File: config.mk
export PLATFORM = sky130hd
export DESIGN_NAME = game_flow_fsm
export DESIGN_NICKNAME = d
export VERILOG_FILES = /design/src/rtl/game_flow_fsm.sv
export SDC_FILE = /design/constraint.sdc
export NUM_CORES = 1
export LEC_CHECK = 0
export CORE_ASPECT_RATIO = 0.8
export CORE_MARGIN = 1
export CORE_UTILIZATION = 35
export DETAILED_ROUTE_END_ITERATION = 8
export PLACE_DENSITY_LB_ADDON = 0.05
export SETUP_SLACK_MARGIN = 0.05
export SLEW_MARGIN = 30
export SYNTH_ARGS = -nofsm -noshare
export SYNTH_HDL_FRONTEND = slang
export SYNTH_SLANG_ARGS = --single-unit
File: constraint.sdc
create_clock -name clk -period 1.9 [get_ports clk]
set_input_delay 0.38 -clock clk [delete_from_list [all_inputs] [get_ports clk]]
set_output_delay 0.38 -clock clk [all_outputs]
set_load 0.01 [all_outputs]
File: src/rtl/game_flow_fsm.sv
// Multi-round game-flow controller: idle, countdown, play, result hold, end.
// Optional pause state is enabled with the GAME_PAUSE_EN macro.
module game_flow_fsm #(
    parameter int CLK_HZ     = 50_000_000,
    parameter int CTWN_SEC   = 3,
    parameter int RSLT_SEC   = 2,
    parameter int NUM_ROUNDS = 3,
    localparam int MAXS = (CTWN_SEC > RSLT_SEC) ? CTWN_SEC : RSLT_SEC,
    localparam int SW   = $clog2(MAXS + 1),
    localparam int RW   = $clog2(NUM_ROUNDS + 1),
    localparam int PW   = (CLK_HZ > 1) ? $clog2(CLK_HZ) : 1
) (
    input  logic          clk,
    input  logic          rst,
    input  logic          start,
    input  logic          pause,
    input  logic          round_over,
    output logic [2:0]    state,
    output logic [SW-1:0] sec_left,
    output logic [RW-1:0] round_idx,
    output logic          countdown_finish,
    output logic          play_en,
    output logic          game_done
);

    typedef enum logic [2:0] {
        IDLE = 3'd0,
        CTWN = 3'd1,
        PLAY = 3'd2,
        ENDS = 3'd3,
        RSLT = 3'd4,
        PAUS = 3'd5
    } state_t;

    state_t        state_q, state_d;
    logic [SW-1:0] sec_d;
    logic [RW-1:0] rnd_d;
    logic [PW-1:0] presc;
    logic          start_q;
    logic          start_rise;
    logic          sec_tick;
    logic          timed;

`ifdef GAME_PAUSE_EN
    logic pause_q;
    logic pause_rise;

    assign pause_rise = pause & ~pause_q;
`else
    logic unused_pause;

    assign unused_pause = pause;
`endif

    assign start_rise = start & ~start_q;
    assign timed      = (state_q == CTWN) || (state_q == RSLT);
    assign sec_tick   = timed && (presc == PW'(CLK_HZ - 1));

    always_comb begin
        state_d = state_q;
        sec_d   = sec_left;
        rnd_d   = round_idx;
        case (state_q)
            IDLE: begin
                if (start_rise) begin
                    state_d = CTWN;
                    sec_d   = SW'(CTWN_SEC);
                    rnd_d   = '0;
                end
            end
            CTWN: begin
                if (sec_tick) begin
                    if (sec_left == SW'(1)) begin
                        state_d = PLAY;
                        sec_d   = '0;
                    end else begin
                        sec_d = sec_left - SW'(1);
                    end
                end
            end
            PLAY: begin
                if (round_over) begin
                    if (round_idx == RW'(NUM_ROUNDS - 1)) begin
                        state_d = ENDS;
                    end else begin
                        state_d = RSLT;
                        sec_d   = SW'(RSLT_SEC);
                    end
                end
`ifdef GAME_PAUSE_EN
                else if (pause_rise) begin
                    state_d = PAUS;
                end
`endif
            end
`ifdef GAME_PAUSE_EN
            PAUS: begin
                // abort wins over resume when both buttons rise together
                if (start_rise) begin
                    state_d = IDLE;
                    rnd_d   = '0;
                end else if (pause_rise) begin
                    state_d = PLAY;
                end
            end
`endif
            RSLT: begin
                if (sec_tick) begin
                    if (sec_left == SW'(1)) begin
                        state_d = CTWN;
                        sec_d   = SW'(CTWN_SEC);
                        rnd_d   = round_idx + RW'(1);
                    end else begin
                        sec_d = sec_left - SW'(1);
                    end
                end
            end
            ENDS: begin
                if (start_rise) begin
                    state_d = IDLE;
                    rnd_d   = '0;
                end
            end
            default: begin
                state_d = IDLE;
                sec_d   = '0;
                rnd_d   = '0;
            end
        endcase
    end

    always_ff @(posedge clk or posedge rst) begin
        if (rst) begin
            state_q   <= IDLE;
            sec_left  <= '0;
            round_idx <= '0;
            presc     <= '0;
            start_q   <= 1'b1;
        end else begin
            state_q   <= state_d;
            sec_left  <= sec_d;
            round_idx <= rnd_d;
            start_q   <= start;
            if (!timed || (state_d != state_q) || sec_tick) begin
                presc <= '0;
            end else begin
                presc <= presc + PW'(1);
            end
        end
    end

`ifdef GAME_PAUSE_EN
    always_ff @(posedge clk or posedge rst) begin
        if (rst) begin
            pause_q <= 1'b1;
        end else begin
            pause_q <= pause;
        end
    end
`endif

    assign state            = state_q;
    assign countdown_finish = (state_q == CTWN) && sec_tick &&
                              (sec_left == SW'(1));
    assign play_en          = (state_q == PLAY);
    assign game_done        = (state_q == ENDS);

endmodule

Yosys cells after proc, flatten, opt, wreduce, memory -nomap -nowiden:

Index checks and enable logic that the tools add are counted.

* register bits after elaboration: 34
* output and inout bits: 10
* input bits: 5

* muxes and demuxes: 22
* bitwise gates (word level): 4
* add/sub/neg operators: 3
* reduce and logical (&&, ||, !) cells: 12
* equality and inequality tests: 15

Operators with widths (number)
* $add A26 B1 Y26 const B: 1
* $eq A26 B26 Y1 const B: 1
* $mux W26: 1
* $mux W3: 8
* $mux W2: 10
* $pmux W3 S5: 1
* $ne A2 B2 Y1 const B: 5
* $pmux W2 S5: 1
* $eq A3 B2 Y1 const B: 2
* $pmux W2 S3: 1
* $reduce_and A6 Y1: 1
* $ne A2 B1 Y1 const B: 2
* $reduce_and A4 Y1: 1
* $reduce_or A2 Y1: 2
* $eq A3 B1 Y1 const B: 1
* $eq A3 B3 Y1 const B: 1
* $logic_and A1 B1 Y1: 3
* $logic_not A3 Y1: 1
* $logic_or A1 B1 Y1: 3
* $ne A3 B3 Y1: 1
* $not A1 Y1: 3
* $add A2 B1 Y2 const B: 1
* $eq A2 B1 Y1 const B: 1
* $eq A2 B2 Y1 const B: 1
* 3 further kinds: 3

Longest topological paths before layout:

* depth after elaboration: 9
* mapped depth: 7

Worst setup path after synthesis:

OpenSTA, ideal clock, no wires.

* kind: register to output
* start: register presc[7]
* end: output countdown_finish
* stages on the path, launching flop included: 5
* path buffers: 0
* slack: -0.217 ns
* arrival time: 1.737 ns
* path through: dfrtp_1 -> or4_4 -> nor4_4 -> nand3_2 -> nor3_1

* word-level cells in the longest chain between the ends: 4

RTL lines
* from (decl): line 38 `logic [PW-1:0] presc;`
* from (signal assigned): line 147 `presc <= presc + PW'(1);`
* $eq A26 B26 Y1: line 57 `assign sec_tick = timed && (presc == PW'(CLK_HZ - 1));`
* $logic_and A1 B1 Y1: line 57
* $logic_and A1 B1 Y1 (2 in a row): line 163 `assign countdown_finish = (state_q == CTWN) && sec_tick &&`
* to (decl): line 21 `output logic countdown_finish,`

No other way between the ends.

Worst setup path in the final report:

* start: register presc[16]
* end: output countdown_finish

Same word-level chain as after synthesis.

==> summary.md <==
| Metric | Value |
|---|---|
| Share of cells above drive strength 1 | 37.0% |
| Critical path data arrival time | around 1900 ps |
| Routed len/inst | approximately 14 µm |
| Top_reg_cell synth | dfrtp_1 |
| DIE WIDTH | just over 80 µm |
| Remaining Overflow, GRT | 0 |
| Drt first pass iters | 4 |
| ANT cells | 0 |
| Fin nets | 271 |
| First-pass GRT wire length | 7.40 mm |
| Status | finished, violations left |
| Die area | approximately 5600 µm² |
| Seq/Total Area, Yosys | between 40% and 50% |
| Synth Register Bits | 34 |
| Core Rows | 23 |
| Post-placement cell area | 2360 µm² |
| Total Wirelength | about 4.6 mm |
| Worst vdd ir | between 400 and 500 µV |
| Vias/cell | 4.95 |
| DR vias | 1605 |
| Synth cell types | 37 |
| Total power | 2.07 mW |
| TritonCTS clock tree | done |
| Iter 0 DRT Violations | between 60 and 70 |
| Post-Syn Area | 1840 µm² |
| CP max FO | 2 |
| Routability congestion estimate | 0.865 |
| TNS Setup | -1700 ps |
| Mean Syn Cell Area | 9.69 µm² |
| Post-DRT Antenna Nets | 0 |
| Critical Path RT | 1520 ps |
| CTS Hold Bufs | 0 |
| Clk slew on worst S/H paths | 70 ps |
| Most frequent cells after synthesis | 35 x nor2_1, 33 x dfrtp_1, 17 x xor2_1, 12 x nand2_1, 12 x nand3_1 |
| Mapped Nets | 200 |
| Failing checks | negative setup slack |
| CP Capture Type | output port |
| Type of the most critical hold path | in -> async |
| H-tree lvl count | 2 |
| Async set-reset flop share out of synthesis | 100% |
| Endpoints failing setup | 26 |
| Worst-Margin Slew | ~450 ps |
| Fin. max-slew vios | 0 |
| Count leader, synth | nor2_1 |
| HPWL Detailed | 3.08 mm |
| Static leakage | 1.20 nW |
| F_max | around 440 MHz |
| Skew final | 6.40 ps |
| Synth area leader | dfrtp_1 |
| Synth top area share | 44.9% |
| PD cells | 764 nW/µm² |
| DIE HEIGHT | 66.9 µm |
| Syn Inst Count | 190 |
| Io pins | 15 |
| Post-route core utilization | 53.9% |
| Setup ws final | -396 ps |
| Initial core utilization | 36.5% |
| Slew HR | 70.2% |
| Clk buf depth | 2 |
| Core Box Area | ~5000 µm² |
| Kind of critical path | reg -> out |
| Max-cap violation count | 0 |
| Residual DRC count | 0 |
| Unrepaired setup endpoints after global routing | yes |
| Clk Tree Root Cell | clkbuf_8 |
| Initial antenna violation count | 0 |
| EDFF count, synth | 0 |
| CTS Sinks | 34 |
| CTS Buf Count | 5 |
| Largest net degree at the start of global routing | 35 |
| Worst-skew pair later-pin latency | between 200 and 300 ps |
| CP startpoint kind | register |
| Total global routing track utilization | 17.5% |
| Port Buf Inserts | 13 |
| Final instance area | 2720 µm² |
| Area Growth Syn to Fin | 47.5% |
| Endpoints failing hold | 0 |
| Tmin final | 2300 ps |
| Tcrit/Tclk final | 121% |
| Largest cells by area after synthesis | dfrtp_1 45%, xor2_1 8.1%, nor2_1 7.1%, xnor2_1 4.3%, ha_1 3.4% |
| Number of global-route vias before repair | ~1600 |
| Yosys warnings | 0 |
==> kinds of logic after synthesis <==
logic type | count (synthesis) | share of synthesized area (%)
AOI/OAI and AO/OA | 17 | 6.39
xor gates and xnor gates | 26 | 12.4
adders and majority gates | 5 | 3.40
buffers and inverters | 15 | 3.81
DFF | 34 | 46.3
muxes | 2 | 1.09
and+or+nand+nor | 91 | 26.6
==> critical path, stage by stage (launching register included) <==
cell and delay, ps:
dfrtp_1 370, or4bb_1 550, nor4_4 280, nand3_2 170
nor3_4 130, buf_2 150
==> power breakdown <==
group	internal, mW	switching, mW	leakage, nW	total, mW
registers	0.833	0.0605	0.446	0.894
clock network	0.260	0.252	0.0395	0.512
logic	0.360	0.308	0.714	0.668
total	1.45	0.620	1.20	2.07
==> layout by cell type, fill, tap and decap left out, types with 3 or more instances in the layout <==
cell / synthesis / routed
nand2_1: 12 / 12
nor2_2: 0 / 9
dfrtp_1: 33 / 32
buf_4: 1 / 49
nor2_1: 35 / 18
buf_6: 1 / 5
ha_1: 5 / 5
nand4_1: 10 / 10
clkdlybuf4s50_1: 0 / 10
nor3_1: 5 / 4
clkbuf_8: 0 / 5
nand3_1: 12 / 12
clkbuf_1: 2 / 3
inv_1: 9 / 9
nor2_4: 0 / 8
xor2_1: 17 / 15
xnor2_1: 9 / 8
==> layout make-up <==
cell class              instances  area (µm²)
clock buffers                   8        80.1
fillers                       456        2320
inverters                       9        33.8
multi-input cells             141        1070
flip-flops and latches         34         853
well taps                      62        77.6
repair buffers                 70         597
==> registers in the layout (all words and copies together), names as in the netlist <==
signal and cells:
presc 26, state 3, round_idx 2, sec_left 2
start_q 1
==> final timing paths <==
path | from | end | slack (ps) | cells after the start
min reg2reg | presc[0]$_DFF_PP0_ | presc[0]$_DFF_PP0_ | 540 | 2
min in group clk | start | start_q$_DFF_PP1_ | 540 | 1
max in group asynchronous | rst | start_q$_DFF_PP1_ | 1040 | 3
min | rst | round_idx[1]$_DFFE_PP0P_ | 510 | 3
max | presc[16]$_DFF_PP0_ | countdown_finish | -400 | 5
max reg2reg | presc[16]$_DFF_PP0_ | round_idx[1]$_DFFE_PP0P_ | -370 | 8
==> stage by stage <==
step | instances | hold slack, ps | setup WS [ps]
floorplan | 190 | 384 | -61.5
global placement | 302 | 521 | -451
detailed placement | 302 | 530 | -469
CTS | 317 | 521 | -414
global route | 324 | 545 | -457
finish | 324 | 507 | -396
==> timing repair <==
item,CTS,global route
gates resized for setup,36,19
pin swaps,14,10
cloned,2,0
setup buffers,5,8
endpoints found under the setup margin,34,36
==> per-layer routing <==
metal,vias up,track usage (%),share of wire [%]
met5,-,0,0
met4,0,5.17,0.78
met3,5,4.09,3.8
met2,23,27.4,45
met1,776,24.2,50
li1,801,-,-
No activity file was read; power rests on OpenSTA's default activity.
